$ cat src/rtl/mem_access_stage_pkg.sv
// Shared definitions for the MEM stage: default widths, access-size
// encodings, FSM state encodings and the alignment check.
package mem_access_stage_pkg;

  localparam int unsigned MEM_WIDTH         = 32;
  localparam int unsigned MEM_R_WIDTH       = 5;
  localparam int unsigned MEM_WB_CTRL_WIDTH = 2;

  typedef enum logic [1:0] {
    SZ_BYTE = 2'b00,
    SZ_HALF = 2'b01,
    SZ_WORD = 2'b10
  } sz_e;

  typedef enum logic [1:0] {
    IDLE  = 2'b00,
    REQ   = 2'b01,
    RWAIT = 2'b10
  } state_e;

  // Half needs addr[0]=0, word needs addr[1:0]=0. The unused size code
  // 2'b11 is handled like a word so it can never reach the bus unaligned.
  function automatic logic is_misaligned(input logic [1:0] size,
                                         input logic [1:0] addr_lo);
    logic mis;
    case (sz_e'(size))
      SZ_BYTE: mis = 1'b0;
      SZ_HALF: mis = addr_lo[0];
      default: mis = (addr_lo != 2'b00);
    endcase
    return mis;
  endfunction

endpackage

$ cat src/rtl/mem_access_stage_if.sv
// Data-memory request/grant/rvalid bus.
//   master : driven by the MEM stage (request, write enable, address,
//            byte enables, write data); receives grant, read data, rvalid.
//   slave  : the memory side of the same bus.
interface mem_access_stage_if
  import mem_access_stage_pkg::*;
#(
  parameter int unsigned WIDTH = MEM_WIDTH
);

  logic             dm_req_o;
  logic             dm_we_o;
  logic [WIDTH-1:0] dm_addr_o;
  logic [3:0]       dm_be_o;
  logic [WIDTH-1:0] dm_wdata_o;
  logic             dm_gnt_i;
  logic [WIDTH-1:0] dm_rdata_i;
  logic             dm_rvalid_i;

  modport master (
    output dm_req_o, dm_we_o, dm_addr_o, dm_be_o, dm_wdata_o,
    input  dm_gnt_i, dm_rdata_i, dm_rvalid_i
  );

  modport slave (
    input  dm_req_o, dm_we_o, dm_addr_o, dm_be_o, dm_wdata_o,
    output dm_gnt_i, dm_rdata_i, dm_rvalid_i
  );

endinterface

$ cat src/rtl/mem_access_stage_lane_fmt.sv
// mem_lane_fmt: purely combinational lane handling for 32-bit memory.
//   size_i/sign_i/addr_lo_i : access size, sign-extend flag, address[1:0]
//   store_data_i            : store source value
//   rdata_i                 : raw word returned by memory
//   be_o / wdata_o          : byte enables and lane-replicated store data
//   load_data_o             : extracted and extended load value
module mem_lane_fmt
  import mem_access_stage_pkg::*;
#(
  parameter int unsigned WIDTH = MEM_WIDTH
) (
  input  logic [1:0]       size_i,
  input  logic             sign_i,
  input  logic [1:0]       addr_lo_i,
  input  logic [WIDTH-1:0] store_data_i,
  input  logic [WIDTH-1:0] rdata_i,
  output logic [3:0]       be_o,
  output logic [WIDTH-1:0] wdata_o,
  output logic [WIDTH-1:0] load_data_o
);

  logic [7:0]  byte_sel;
  logic [15:0] half_sel;

  always_comb begin
    case (addr_lo_i)
      2'b00:   byte_sel = rdata_i[7:0];
      2'b01:   byte_sel = rdata_i[15:8];
      2'b10:   byte_sel = rdata_i[23:16];
      default: byte_sel = rdata_i[31:24];
    endcase
    half_sel = addr_lo_i[1] ? rdata_i[31:16] : rdata_i[15:0];
  end

  always_comb begin
    be_o        = 4'b1111;
    wdata_o     = store_data_i;
    load_data_o = rdata_i;
    case (sz_e'(size_i))
      SZ_BYTE: begin
        be_o        = 4'b0001 << addr_lo_i;
        wdata_o     = WIDTH'({4{store_data_i[7:0]}});
        load_data_o = {{(WIDTH-8){sign_i & byte_sel[7]}}, byte_sel};
      end
      SZ_HALF: begin
        be_o        = addr_lo_i[1] ? 4'b1100 : 4'b0011;
        wdata_o     = WIDTH'({2{store_data_i[15:0]}});
        load_data_o = {{(WIDTH-16){sign_i & half_sel[15]}}, half_sel};
      end
      default: ;
    endcase
  end

endmodule

$ cat src/rtl/mem_access_stage.sv
// MEM stage of the 5-stage MIPS pipeline.
//   clk_i, rst_i        : clock, synchronous active-high reset
//   valid_i .. rd_i     : EX/MEM slot contents (result_i is the address)
//   dm                  : data-memory bus (master side)
//   stall_o             : freezes PC, IF/ID and EX/MEM while an access is open
//   misalign_o          : one-cycle pulse after a rejected misaligned access
//   bus_err_o           : one-cycle pulse after a grant/rvalid timeout
//   wb_ctrl_o .. rd_o   : values captured by MEM/WB
module mem_access_stage
  import mem_access_stage_pkg::*;
#(
  parameter int unsigned WIDTH         = MEM_WIDTH,
  parameter int unsigned R_WIDTH       = MEM_R_WIDTH,
  parameter int unsigned WB_CTRL_WIDTH = MEM_WB_CTRL_WIDTH,
  parameter int unsigned TIMEOUT       = 64
) (
  input  logic                     clk_i,
  input  logic                     rst_i,
  input  logic                     valid_i,
  input  logic                     mem_read_i,
  input  logic                     mem_write_i,
  input  logic [1:0]               mem_size_i,
  input  logic                     mem_sign_i,
  input  logic [WB_CTRL_WIDTH-1:0] wb_ctrl_i,
  input  logic [WIDTH-1:0]         result_i,
  input  logic [WIDTH-1:0]         store_data_i,
  input  logic [R_WIDTH-1:0]       rd_i,
  mem_access_stage_if.master       dm,
  output logic                     stall_o,
  output logic                     misalign_o,
  output logic                     bus_err_o,
  output logic [WB_CTRL_WIDTH-1:0] wb_ctrl_o,
  output logic [WIDTH-1:0]         read_data_o,
  output logic [WIDTH-1:0]         result_o,
  output logic [R_WIDTH-1:0]       rd_o
);

  localparam int unsigned CNT_W = $clog2(TIMEOUT + 1);
  localparam logic [CNT_W-1:0] CNT_LAST = CNT_W'(TIMEOUT - 1);

  state_e           state_q, state_d;
  logic [CNT_W-1:0] cnt_q, cnt_d;
  logic             misalign_q, misalign_d;
  logic             bus_err_q, bus_err_d;

  logic             mem_op;
  logic             req;
  logic             stall;
  logic             wb_pass;
  logic             load_done;
  logic [3:0]       be;
  logic [WIDTH-1:0] wdata;
  logic [WIDTH-1:0] load_data;

  assign mem_op = valid_i & (mem_read_i | mem_write_i);

  mem_lane_fmt #(
    .WIDTH (WIDTH)
  ) u_lane_fmt (
    .size_i       (mem_size_i),
    .sign_i       (mem_sign_i),
    .addr_lo_i    (result_i[1:0]),
    .store_data_i (store_data_i),
    .rdata_i      (dm.dm_rdata_i),
    .be_o         (be),
    .wdata_o      (wdata),
    .load_data_o  (load_data)
  );

  // The EX/MEM slot is frozen by stall_o, so the bus fields computed from
  // it stay stable across REQ without extra holding registers. A timeout
  // completes the cycle with stall and write-back both low (instruction
  // dropped), while a grant/rvalid in that same cycle takes priority.
  always_comb begin
    state_d    = state_q;
    cnt_d      = cnt_q;
    misalign_d = 1'b0;
    bus_err_d  = 1'b0;
    req        = 1'b0;
    stall      = 1'b0;
    wb_pass    = 1'b0;
    load_done  = 1'b0;

    if (rst_i) begin
      state_d = IDLE;
    end else begin
      case (state_q)
        IDLE: begin
          if (valid_i && !mem_op) begin
            wb_pass = 1'b1;
          end else if (mem_op) begin
            if (is_misaligned(mem_size_i, result_i[1:0])) begin
              misalign_d = 1'b1;
            end else begin
              req = 1'b1;
              if (mem_write_i) begin
                if (dm.dm_gnt_i) begin
                  wb_pass = 1'b1;
                end else begin
                  stall   = 1'b1;
                  state_d = REQ;
                end
              end else begin
                stall   = 1'b1;
                state_d = dm.dm_gnt_i ? RWAIT : REQ;
              end
            end
          end
        end

        REQ: begin
          req = 1'b1;
          if (dm.dm_gnt_i) begin
            if (mem_write_i) begin
              wb_pass = 1'b1;
              state_d = IDLE;
            end else begin
              stall   = 1'b1;
              state_d = RWAIT;
            end
          end else if (cnt_q == CNT_LAST) begin
            bus_err_d = 1'b1;
            state_d   = IDLE;
          end else begin
            stall = 1'b1;
            cnt_d = cnt_q + CNT_W'(1);
          end
        end

        RWAIT: begin
          if (dm.dm_rvalid_i) begin
            wb_pass   = 1'b1;
            load_done = 1'b1;
            state_d   = IDLE;
          end else if (cnt_q == CNT_LAST) begin
            bus_err_d = 1'b1;
            state_d   = IDLE;
          end else begin
            stall = 1'b1;
            cnt_d = cnt_q + CNT_W'(1);
          end
        end

        default: state_d = IDLE;
      endcase
    end

    if (state_d != state_q) begin
      cnt_d = '0;
    end
  end

  always_ff @(posedge clk_i) begin
    if (rst_i) begin
      state_q    <= IDLE;
      cnt_q      <= '0;
      misalign_q <= 1'b0;
      bus_err_q  <= 1'b0;
    end else begin
      state_q    <= state_d;
      cnt_q      <= cnt_d;
      misalign_q <= misalign_d;
      bus_err_q  <= bus_err_d;
    end
  end

  assign dm.dm_req_o   = req;
  assign dm.dm_we_o    = req & mem_write_i;
  assign dm.dm_addr_o  = req ? {result_i[WIDTH-1:2], 2'b00} : '0;
  assign dm.dm_be_o    = req ? be : '0;
  assign dm.dm_wdata_o = req ? wdata : '0;

  assign stall_o     = stall;
  assign misalign_o  = misalign_q;
  assign bus_err_o   = bus_err_q;
  assign wb_ctrl_o   = wb_pass ? wb_ctrl_i : '0;
  assign read_data_o = load_done ? load_data : '0;
  assign result_o    = result_i;
  assign rd_o        = rd_i;

endmodule
$ cat src/flat_wrapper.sv
// flat-port wrapper written by rule: the top's interface ports become plain ports
module mem_access_stage_flat import mem_access_stage_pkg::*;
#(
  parameter int unsigned WIDTH         = MEM_WIDTH,
  parameter int unsigned R_WIDTH       = MEM_R_WIDTH,
  parameter int unsigned WB_CTRL_WIDTH = MEM_WB_CTRL_WIDTH,
  parameter int unsigned TIMEOUT       = 64
)
  (clk_i, rst_i, valid_i, mem_read_i, mem_write_i, mem_size_i, mem_sign_i, wb_ctrl_i, result_i, store_data_i, rd_i, stall_o, misalign_o, bus_err_o, wb_ctrl_o, read_data_o, result_o, rd_o, dm_dm_req_o, dm_dm_we_o, dm_dm_addr_o, dm_dm_be_o, dm_dm_wdata_o, dm_dm_gnt_i, dm_dm_rdata_i, dm_dm_rvalid_i);
  mem_access_stage_if #(.WIDTH(WIDTH)) dm_i ();
  input  logic clk_i;
  input  logic rst_i;
  input  logic valid_i;
  input  logic mem_read_i;
  input  logic mem_write_i;
  input  logic [1:0] mem_size_i;
  input  logic mem_sign_i;
  input  logic [WB_CTRL_WIDTH-1:0] wb_ctrl_i;
  input  logic [WIDTH-1:0] result_i;
  input  logic [WIDTH-1:0] store_data_i;
  input  logic [R_WIDTH-1:0] rd_i;
  output logic stall_o;
  output logic misalign_o;
  output logic bus_err_o;
  output logic [WB_CTRL_WIDTH-1:0] wb_ctrl_o;
  output logic [WIDTH-1:0] read_data_o;
  output logic [WIDTH-1:0] result_o;
  output logic [R_WIDTH-1:0] rd_o;
  output wire logic [$bits(dm_i.dm_req_o)-1:0] dm_dm_req_o;
  output wire logic [$bits(dm_i.dm_we_o)-1:0] dm_dm_we_o;
  output wire logic [$bits(dm_i.dm_addr_o)-1:0] dm_dm_addr_o;
  output wire logic [$bits(dm_i.dm_be_o)-1:0] dm_dm_be_o;
  output wire logic [$bits(dm_i.dm_wdata_o)-1:0] dm_dm_wdata_o;
  input wire logic [$bits(dm_i.dm_gnt_i)-1:0] dm_dm_gnt_i;
  input wire logic [$bits(dm_i.dm_rdata_i)-1:0] dm_dm_rdata_i;
  input wire logic [$bits(dm_i.dm_rvalid_i)-1:0] dm_dm_rvalid_i;
  assign dm_dm_req_o = dm_i.dm_req_o;
  assign dm_dm_we_o = dm_i.dm_we_o;
  assign dm_dm_addr_o = dm_i.dm_addr_o;
  assign dm_dm_be_o = dm_i.dm_be_o;
  assign dm_dm_wdata_o = dm_i.dm_wdata_o;
  assign dm_i.dm_gnt_i = dm_dm_gnt_i;
  assign dm_i.dm_rdata_i = dm_dm_rdata_i;
  assign dm_i.dm_rvalid_i = dm_dm_rvalid_i;
  mem_access_stage #(.WIDTH(WIDTH), .R_WIDTH(R_WIDTH), .WB_CTRL_WIDTH(WB_CTRL_WIDTH), .TIMEOUT(TIMEOUT)) u_core (.clk_i(clk_i), .rst_i(rst_i), .valid_i(valid_i), .mem_read_i(mem_read_i), .mem_write_i(mem_write_i), .mem_size_i(mem_size_i), .mem_sign_i(mem_sign_i), .wb_ctrl_i(wb_ctrl_i), .result_i(result_i), .store_data_i(store_data_i), .rd_i(rd_i), .dm(dm_i), .stall_o(stall_o), .misalign_o(misalign_o), .bus_err_o(bus_err_o), .wb_ctrl_o(wb_ctrl_o), .read_data_o(read_data_o), .result_o(result_o), .rd_o(rd_o));
endmodule
$ cat config.mk
export PLATFORM = sky130hd
export DESIGN_NAME = mem_access_stage_flat
export DESIGN_NICKNAME = d
export VERILOG_FILES = /design/src/rtl/mem_access_stage_pkg.sv /design/src/rtl/mem_access_stage_if.sv /design/src/rtl/mem_access_stage_lane_fmt.sv /design/src/rtl/mem_access_stage.sv /design/src/flat_wrapper.sv
export SDC_FILE = /design/constraint.sdc
export NUM_CORES = 1
export LEC_CHECK = 0
export CAP_MARGIN = 20
export CELL_PAD_IN_SITES_DETAIL_PLACEMENT = 1
export CELL_PAD_IN_SITES_GLOBAL_PLACEMENT = 2
export CORE_ASPECT_RATIO = 1.5
export CORE_UTILIZATION = 14
export DETAILED_ROUTE_END_ITERATION = 8
export PLACE_DENSITY_LB_ADDON = 0.15
export SLEW_MARGIN = 20
export SYNTH_ARGS = -nofsm -noshare
export SYNTH_HDL_FRONTEND = slang
export SYNTH_SLANG_ARGS = --single-unit
export TNS_END_PERCENT = 1
$ cat constraint.sdc
create_clock -name clk_i -period 4.5 [get_ports clk_i]
set_clock_uncertainty 0.05 [all_clocks]
set_input_delay 0.45 -clock clk_i [delete_from_list [all_inputs] [get_ports clk_i]]
set_output_delay 0.45 -clock clk_i [all_outputs]
set_load 0.05 [all_outputs]
==> results of run 1 <==
-- sequential cells by signal, indices dropped and copies added (netlist names) --
register           cells
u_core.misalign_o      1
u_core.cnt_q           7
u_core.state_q         2
u_core.bus_err_o       1
-- area by class of cell --
| cell class | instances | area, um^2 |
|---|---|---|
| fill | 2132 | 12500 |
| timing repair buffer | 252 | 2980 |
| multi-input combinational | 294 | 1774 |
| tap | 217 | 271.5 |
| sequential | 11 | 220.2 |
| inverter | 31 | 116.4 |
| clock buffer | 4 | 78.83 |
-- critical path, cell delays in order --
cell and delay [ns]:
clkdlybuf4s50_1 0.59, a21o_1 0.30, a21oi_2 0.19, nor2_1 0.07, or2_1 0.21, buf_4 0.23
inv_2 0.50, and2_1 0.24, buf_4 0.20
-- power by group through the flow --
stage          clock, mW  combinational (mW)  sequential (mW)
2_1_floorplan          0               0.324            0.105
3_3_place_gp           0               0.545            0.104
3_5_place_dp           0               0.548            0.105
4_1_cts            0.167               0.550            0.103
5_1_grt            0.172               0.576            0.103
6_report           0.162               0.543            0.103
-- cells in the mapped netlist (3+ instances only) --
| master | instances | area share [%] |
|---|---|---|
| ha_1 | 5 | 2.4 |
| buf_4 | 46 | 13 |
| nand2_1 | 40 | 5.9 |
| dfxtp_1 | 11 | 8.6 |
| o211ai_1 | 4 | 1.2 |
| clkbuf_1 | 13 | 1.9 |
| nor3_1 | 4 | 0.78 |
| xnor2_1 | 5 | 1.7 |
| mux2i_1 | 16 | 6.2 |
| a222oi_1 | 7 | 2.7 |
| nor2b_1 | 5 | 1.2 |
| and2_1 | 44 | 11 |
| buf_6 | 3 | 1.3 |
| o21ai_0 | 17 | 3.3 |
| nand3_1 | 5 | 0.98 |
| a22oi_1 | 8 | 2.3 |
| buf_2 | 4 | 0.78 |
| a21oi_1 | 50 | 9.8 |
| nor2_1 | 49 | 7.2 |
| inv_1 | 30 | 4.4 |
-- cells in the final DEF (no fill, tap or decap), types with 3 or more instances in the layout --
master / count
o21ai_0: 17
a21oi_1: 50
inv_1: 30
clkdlybuf4s50_1: 141
clkbuf_16: 3
a222oi_1: 7
nor2b_1: 5
buf_12: 59
and2_1: 44
buf_4: 51
ha_1: 5
a22oi_1: 8
mux2i_1: 16
nor2_1: 49
dfxtp_1: 11
nand3_1: 5
nor3_1: 4
o211ai_1: 4
xnor2_1: 5
nand2_1: 40
-- worst max-delay path by stage --
stage / start / to / slack [ns] / cells after the start
final: result_i[0] / dm_dm_we_o / 1.00 / 9
after global routing: result_i[0] / dm_dm_we_o / 0.77 / 9
after CTS: result_i[0] / dm_dm_we_o / 0.89 / 9
after detailed placement: result_i[0] / dm_dm_we_o / 0.90 / 9
after global placement: result_i[0] / dm_dm_we_o / 0.97 / 9
after floorplan: mem_size_i[1] / dm_dm_wdata_o[15] / 1.64 / 8
-- through the flow --
step / power (mW) / util (%)
after floorplan: 0.4288 / -
after global placement: 0.6498 / 29.89
after detailed placement: 0.6527 / 29.89
after CTS: 0.8201 / 30.33
after global routing: 0.8517 / 30.33
final: 0.8085 / 30.33
-- routing by layer --
layer / part of all wire (%) / up-vias / routed length, um / GRT usage (%)
met1: 39 / 1610 / 5565 / 17.36
li1: - / 1700 / - / -
met2: 55 / 130 / 7712 / 28.00
met3: 5.5 / 8 / 774 / 1.846
met4: 0.54 / 0 / 76 / 1.101
met5: 0 / - / 0 / 0
-- cell families (layout without fill, tap and decap cells) --
kind of cell	count (synthesis)	count (layout)	share of synthesized area, %
AOI/OAI and AO/OA	106	106	27.25
xor gates and xnor gates	5	5	1.709
adders and majority gates	5	5	2.441
buffers and inverters	99	287	22.31
DFF	11	11	8.594
muxes	18	18	7.715
other	1	2	0.1463
and+or+nand+nor	158	158	29.83
==> results.md, run 1 <==
* Maximum level of the CTS H-tree at 1
* Vias in the first global route at 3504
* Final-report max-slew violation count at 0
* Cell area reported after detailed placement at 0.005363 mm^2
* Number of post-CTS setup repair buffers at 0
* Placed instance count at 805
* Yosys synthesis warning count at 0
* Hold WC Path Type: register to register
* Post-CTS Resized at 0
* Tcrit/Tclk final at 77.74%
* Predominant post-synthesis flop cell: dfxtp_1
* Final Worst Setup Slack at 1.002 ns
* Net switching share of the total power at 44.51%
* Slew at the pin with the worst max-slew slack at 0.8314 ns
* Cell at the root of the clock tree: clkbuf_16
* Die W at 112.5 um
* CTS Hold Buffers Added at 0
* Minimum hold slack at 0.4002 ns
* Cell depth of the worst min-delay path at 2
* Top-Level Pins at 257
* Initial antenna violation count at 0
* Placeable Area at 0.01794 mm^2
* Post-Layout Cell Count at 809
* CP endpoint kind: primary output
* Effective utilization at floorplan at 14.28%
* Maximum clock frequency at 0.2859 GHz
* Chip height at 167.7 um
* Register-to-Register Path Depth at 7
* Number of nets with antenna violations after routing at 0
* Worst vdd rail ir drop at 0.2254 mV
* Setup repair after global routing missed its margin: no
* Placer Congestion at 0.7768
* IO buf count at 244
* Fin area at 0.005441 mm^2
* Wire length of the first global-routing pass at 21480 um
* Count of flip-flops with a built-in enable after synthesis at 0
* Clock latency of the later-clocked register in the worst-skew pair at 0.24 ns
* Total Negative Setup Slacks at 0 ns
* Final Setup Violations at 0
* Share of flip-flops with an asynchronous set or reset at 0%
* Reg2Reg Launch Point: u_core.state_q[0]
* Number of standard-cell rows in the floorplan at 60
* Reg2reg end: u_core.cnt_q[6]
* Kind of start point of the critical path: input port
* Pin count of the biggest net entering global routing at 42
* Hpwl dp at 11700 um
* DR pass1 iterations at 4
* Total overflow reported by the global router at 0
* Part of the Yosys area used for sequential elements at 8.594%
* CTS clk-pin slew, worst paths at 0.04 ns
* Die outline area at 0.01886 mm^2
* Post-synth cell types at 49
* Number of clock sinks at 11
* Power spent charging and discharging nets at 359.9 uW
* Cell leakage power at 2.268 nW
* Pre-CTS setup slack at 0.9032 ns
* Cell Int Power at 448.6 uW
* Worst EP required at 4.00 ns
* Hold path startpoint: u_core.cnt_q[6]
* PD cells at 148.6 mW/mm^2
* Run status: finished, final reports clean
* Layout cells sized above 1 at 21.11%
* Routed wire per std cell at 17.46 um
* Share of total power in sequential cells at 12.7%
* DRC at 0
* Fraction of power consumed by combinational cells at 67.2%
* Area growth syn-to-layout at 112.4%
* Register bit count reported by yosys at 11
* Clock buffer count from CTS at 3
* Number of buffers between clock root and the deepest sink at 2
* Mean number of vias per cell at 4.262
* Via count at 3448
* Worst Path Arrival at 3.00 ns
* Critical-path maximum fanout at 41
* Net total in the final layout at 711
* Reg-to-reg setup timing slack at 2.27 ns
* Violation count after the first detailed-route iteration at 148
* Antenna diode instance count at 0
* Final worst path period need at 3.498 ns
* Total routing usage reported by global routing at 14.47%
* CTS tree: done
* Total standard cell area after synthesis at 0.002562 mm^2
* End of the worst hold path: u_core.cnt_q[6]
* Total count of hold-check failures in the final report at 0
* Cell count after synthesis at 403
* Start-to-end type of the worst setup path: input port to primary output
* Post-detailed-routing wire length at 14130 um
* Portion of total power attributed to the clock network at 20.1%
* Relative slew slack at 44.15%
* Total of max-cap violations at 0
* Mean instance size in the synthesized netlist at 6.358 um^2
Note: power is estimated with default switching activity, not from simulation.
==> run 2: changes to the inputs <==
CORE_UTILIZATION = 13   (was 14)
clock period = 3.4 ns   (was 4.5 ns; I/O delays follow)
==> run 2 against run 1 <==
Non-clock buffer count up 7. Power up 34%. Flip-flop and latch count unchanged. Critical path type unchanged. Largest cell class unchanged.
==> results.md, run 2 (synthesis results as in run 1) <==
* Run status: finished, final reports clean
* CP endpoint kind: primary output
* Highest-count cells in the layout ignoring fill and taps: clkdlybuf4s50_1 (140), buf_12 (61), buf_4 (57)
* Effective utilization at floorplan at 13.32%
* Critical-path maximum fanout at 41
* Antenna diode instance count at 0
* Cell Int Power at 598.8 uW
* Start-to-end type of the worst setup path: input port to primary output
* Final-report max-slew violation count at 0
* Die outline area at 0.02029 mm^2
* Number of buffers between clock root and the deepest sink at 2
* Share of total power in sequential cells at 12.5%
* Via count at 3502
* Fin area at 0.005567 mm^2
* Violation count after the first detailed-route iteration at 133
* CTS Hold Buffers Added at 0
* Biggest registers after layout: u_core.cnt_q x7, u_core.state_q x2
* PD cells at 195.2 mW/mm^2
* Hold WC Path Type: register to register
* Clock latency of the later-clocked register in the worst-skew pair at 0.24 ns
* Number of standard-cell rows in the floorplan at 62
* Net switching share of the total power at 44.89%
* CTS tree: done
* Worst vdd rail ir drop at 0.2037 mV
* Worst EP required at 3.01 ns
* Total routing usage reported by global routing at 13.82%
* Clock buffer count from CTS at 3
* Slew at the pin with the worst max-slew slack at 0.6736 ns
* Fraction of power consumed by combinational cells at 67.0%
* Total of max-cap violations at 0
* Pin count of the biggest net entering global routing at 44
* Area growth syn-to-layout at 117.2%
* DR pass1 iterations at 4
* Net total in the final layout at 718
* Initial antenna violation count at 0
* Final worst path period need at 2.981 ns
* Cell at the root of the clock tree: clkbuf_16
* Vias in the first global route at 3640
* Maximum level of the CTS H-tree at 1
* Layout cells sized above 1 at 22.37%
* Power spent charging and discharging nets at 487.8 uW
* Die W at 116.6 um
* Number of post-CTS setup repair buffers at 0
* Leading cell type in the layout, fill and taps excluded: clkdlybuf4s50_1
* Total overflow reported by the global router at 0
* Routed wire per std cell at 17.05 um
* Setup repair after global routing missed its margin: no
* Mean number of vias per cell at 4.096
* Final Setup Violations at 0
* Chip height at 174.0 um
* Placed instance count at 851
* Total Negative Setup Slacks at 0 ns
* Reg-to-reg setup timing slack at 1.15 ns
* Power after layout at 1.087 mW
* Maximum clock frequency at 0.3355 GHz
* Cell area reported after detailed placement at 0.005487 mm^2
* Number of nets with antenna violations after routing at 0
* Worst Path Arrival at 2.59 ns
* Filler cell count at 2346
* Post-Layout Cell Count at 855
* Number of flip-flops in the largest register at 7
* Relative slew slack at 55.00%
* CTS clk-pin slew, worst paths at 0.05 ns
* Cell leakage power at 2.312 nW
* Most flop-heavy register: u_core.cnt_q
* Wire length of the first global-routing pass at 21520 um
* Total count of hold-check failures in the final report at 0
* Kind of start point of the critical path: input port
* Placer Congestion at 0.7855
* Portion of total power attributed to the clock network at 20.5%
* Number of clock sinks at 11
* Placeable Area at 0.01924 mm^2
* Tcrit/Tclk final at 87.67%
* Top-Level Pins at 257
* Hpwl dp at 12100 um
* IO buf count at 244
* DRC at 0
* Post-detailed-routing wire length at 14580 um
* Post-CTS Resized at 0
==> run 2: changes by cell type in the layout (fill, tap and decap cells not counted) <==
| cell | delta |
|---|---|
| buf_12 | +2 |
| clkdlybuf4s50_1 | -1 |
| clkinv_2 | +1 |
| clkbuf_1 | -1 |
| buf_4 | +6 |
==> run 2: metal layers <==
metal | up-vias | GRT usage [%] | routed length [um]
met5 | - | 0 | 0
met4 | 0 | 1.688 | 89
met3 | 8 | 1.709 | 823
met2 | 128 | 27.96 | 8182
met1 | 1655 | 15.04 | 5487
li1 | 1711 | - | -
==> run 2: through the flow <==
| step | setup WS [ns] | hold WS (ns) | util, % |
|---|---|---|---|
| 2_1_floorplan | 0.6721 | 0.3657 | - |
| 3_3_place_gp | 0.4205 | 0.3860 | 28.52 |
| 3_5_place_dp | 0.3197 | 0.4018 | 28.52 |
| 4_1_cts | 0.3161 | 0.4089 | 28.93 |
| 5_1_grt | 0.2304 | 0.4209 | 28.93 |
| 6_report | 0.4192 | 0.4021 | 28.93 |
==> run 2: final timing paths <==
| path | depth (start not counted) | to | start |
|---|---|---|---|
| hold reg to reg | 2 | u_core.cnt_q[6] | u_core.cnt_q[6] |
| setup reg to reg | 7 | u_core.cnt_q[6] | u_core.state_q[0] |
| setup / recovery | 9 | dm_dm_addr_o[14] | result_i[1] |
| hold / removal | 2 | u_core.cnt_q[6] | u_core.cnt_q[6] |
==> run 2: cell type report <==
type	count	area (um^2)	area share, %
multi-input combinational	294	1774	31.87
inverter	31	116.4	2.090
clock buffer	3	75.07	1.349
clock inverter	1	5.005	0.08991
sequential	11	220.2	3.956
tap	256	320.3	5.754
timing repair buffer	259	3055	54.89
==> run 2: power by group through the flow <==
stage / registers (mW) / clock network (mW) / logic [mW]
after floorplan: 0.139 / 0 / 0.428
after global placement: 0.138 / 0 / 0.733
after detailed placement: 0.139 / 0 / 0.736
after CTS: 0.136 / 0.229 / 0.739
after global routing: 0.136 / 0.234 / 0.772
final: 0.136 / 0.223 / 0.728
==> run 2: critical path, cell delays in order <==
cell and delay [ns]:
clkdlybuf4s50_1 0.47, buf_4 0.21, a21o_1 0.23, a21oi_2 0.19, nor2_1 0.07, or2_1 0.24, inv_2 0.40, and2_1 0.21
buf_4 0.20
==> run 3: changes to the inputs <==
PLACE_DENSITY = 0.83   (was default)
PLACE_DENSITY_LB_ADDON = default   (was 0.15)
==> run 3 against run 2 <==
Clock power fell by 3%. Count of clock-buffer cells in the layout rose by 1. First-iteration DRC count fell by 19%. Setup slack improved by 0.042 ns. Die area did not move. Critical path type unchanged. Largest power group unchanged.
==> results.md, run 3 (synthesis results as in run 1) <==
* Highest-count cells in the layout ignoring fill and taps: clkdlybuf4s50_1 (140), buf_4 (75), a21oi_1 (50)
* Wire length of the first global-routing pass at 19910 um
* Routed wire per std cell at 15.93 um
* Register area at 220.2 um^2
* Total routing usage reported by global routing at 12.68%
* Filler cell count at 2338
* Effective utilization at floorplan at 13.32%
* Die outline area at 0.02029 mm^2
* Maximum level of the CTS H-tree at 1
* Cell depth of the worst min-delay path at 2
* Via count at 3485
* Number of clock sinks at 11
* Layout cells sized above 1 at 22.50%
* Net total in the final layout at 719
* Reg2Reg Launch Point: u_core.state_q[0]
* Worst EP required at 3.01 ns
* Number of standard-cell rows in the floorplan at 62
* Power after layout at 1.057 mW
* Setup repair after global routing missed its margin: no
* Critical path cell sequence: clkdlybuf4s50_1 > mux4_1 > a22o_1 > a21oi_1 > or2_1 > buf_4 > a21oi_1 > buf_12
* DR pass1 iterations at 5
* Clock buffer count from CTS at 3
* Reg-to-reg setup timing slack at 1.16 ns
* Worst vdd rail ir drop at 0.2912 mV
* Final-report max-slew violation count at 0
* Post-CTS Resized at 0
* Count of buffer and inverter cells on the critical path at 3
* Vias in the first global route at 3581
* Hold path startpoint: u_core.cnt_q[6]
* Mean number of vias per cell at 4.067
* Start-to-end type of the worst setup path: input port to primary output
* Cell at the root of the clock tree: clkbuf_16
* Total overflow reported by the global router at 0
* Biggest registers after layout: u_core.cnt_q x7, u_core.state_q x2
* Total Negative Setup Slacks at 0 ns
* CTS tree: done
* CTS clk-pin slew, worst paths at 0.04 ns
* CTS Hold Buffers Added at 0
* DRC at 0
* Area growth syn-to-layout at 109.4%
* Top-Level Pins at 257
* Clock latency of the later-clocked register in the worst-skew pair at 0.24 ns
* Register-to-Register Path Depth at 7
* Hpwl dp at 11510 um
* Post-Layout Cell Count at 857
* IO buf count at 244
* Placeable Area at 0.01924 mm^2
* Worst path top cell family by delay: buffers and inverters
* Kind of start point of the critical path: input port
* Placed instance count at 852
* Placer Congestion at 0.8056
* Initial antenna violation count at 0
* Die W at 116.6 um
* Relative slew slack at 62.37%
* Delay of the slowest critical-path stage at 0.64 ns
* Total count of hold-check failures in the final report at 0
* CP endpoint kind: primary output
* Number of nets with antenna violations after routing at 0
* Number of post-CTS setup repair buffers at 0
* Number of buffers between clock root and the deepest sink at 2
* Cell leakage power at 2.266 nW
* Run status: finished, final reports clean
* PD cells at 197.1 mW/mm^2
* Final worst path period need at 2.939 ns
* Hold WC Path Type: register to register
* Reg2reg end: u_core.cnt_q[6]
* Final Setup Violations at 0
* Tcrit/Tclk final at 86.43%
* Number of flip-flops in the largest register at 7
* Critical-path maximum fanout at 16
* Slew at the pin with the worst max-slew slack at 0.5627 ns
* Worst Path Arrival at 2.55 ns
* End of the worst hold path: u_core.cnt_q[6]
* Total area of multi-input combinational cells at 0.001777 mm^2
* Post-detailed-routing wire length at 13650 um
* Chip height at 174.0 um
* Most flop-heavy register: u_core.cnt_q
* Leading cell type in the layout, fill and taps excluded: clkdlybuf4s50_1
* Total of max-cap violations at 0
* Pin count of the biggest net entering global routing at 36
* Maximum clock frequency at 0.3403 GHz
* Library cell contributing the largest single delay on the critical path: mux4_1
* Violation count after the first detailed-route iteration at 108
* Dominant cell type by count on the critical path: a21oi_1
run 3: worst max-delay path by stage:
stage	from	endpoint	slack, ns	cells after the start
detailed placement	result_i[1]	read_data_o[27]	0.47	8
CTS	result_i[1]	read_data_o[23]	0.46	8
global route	result_i[1]	read_data_o[23]	0.33	8
finish	result_i[1]	read_data_o[23]	0.46	8
global placement	result_i[1]	read_data_o[24]	0.50	8
floorplan	u_core.state_q[0]	read_data_o[21]	0.67	9
run 3: per-stage QoR:
stage	setup WS, ns	cell area, um^2	hold WS [ns]	utilization (%)
5_1_grt	0.3324	5363	0.4044	27.87
2_1_floorplan	0.6721	2566	0.3657	-
4_1_cts	0.4616	5363	0.3972	27.87
3_5_place_dp	0.4745	5284	0.3860	27.46
3_3_place_gp	0.5031	5284	0.3861	27.46
6_report	0.4612	5365	0.3966	27.89
run 3: per-layer routing:
layer	global-route usage, %	part of all wire [%]	wire length, um
met3	0.9763	4.8	649
met1	14.75	41	5586
met2	24.88	54	7346
met5	0	0	0
met4	1.741	0.51	69
run 3: where the power goes:
part           leakage [nW]  total (mW)  switching, mW  internal, mW
clock network        0.0382       0.217         0.0598         0.158
logic                  2.14       0.704          0.414         0.290
registers            0.0889       0.136        0.00344         0.133
run 3: final cells by class:
cell class | instances | share of cell area, %
Sequential cell | 11 | 4.104
Multi-Input combinational cell | 294 | 33.12
Tap cell | 256 | 5.970
Clock buffer | 4 | 1.469
Antenna cell | 1 | 0.04664
Inverter | 31 | 2.169
Timing Repair Buffer | 260 | 53.12
run 3: worst min-delay path: stages, from the launching register on:
cell,delay [ns]
dfxtp_1,0.30
inv_1,0.06
a311oi_2,0.03
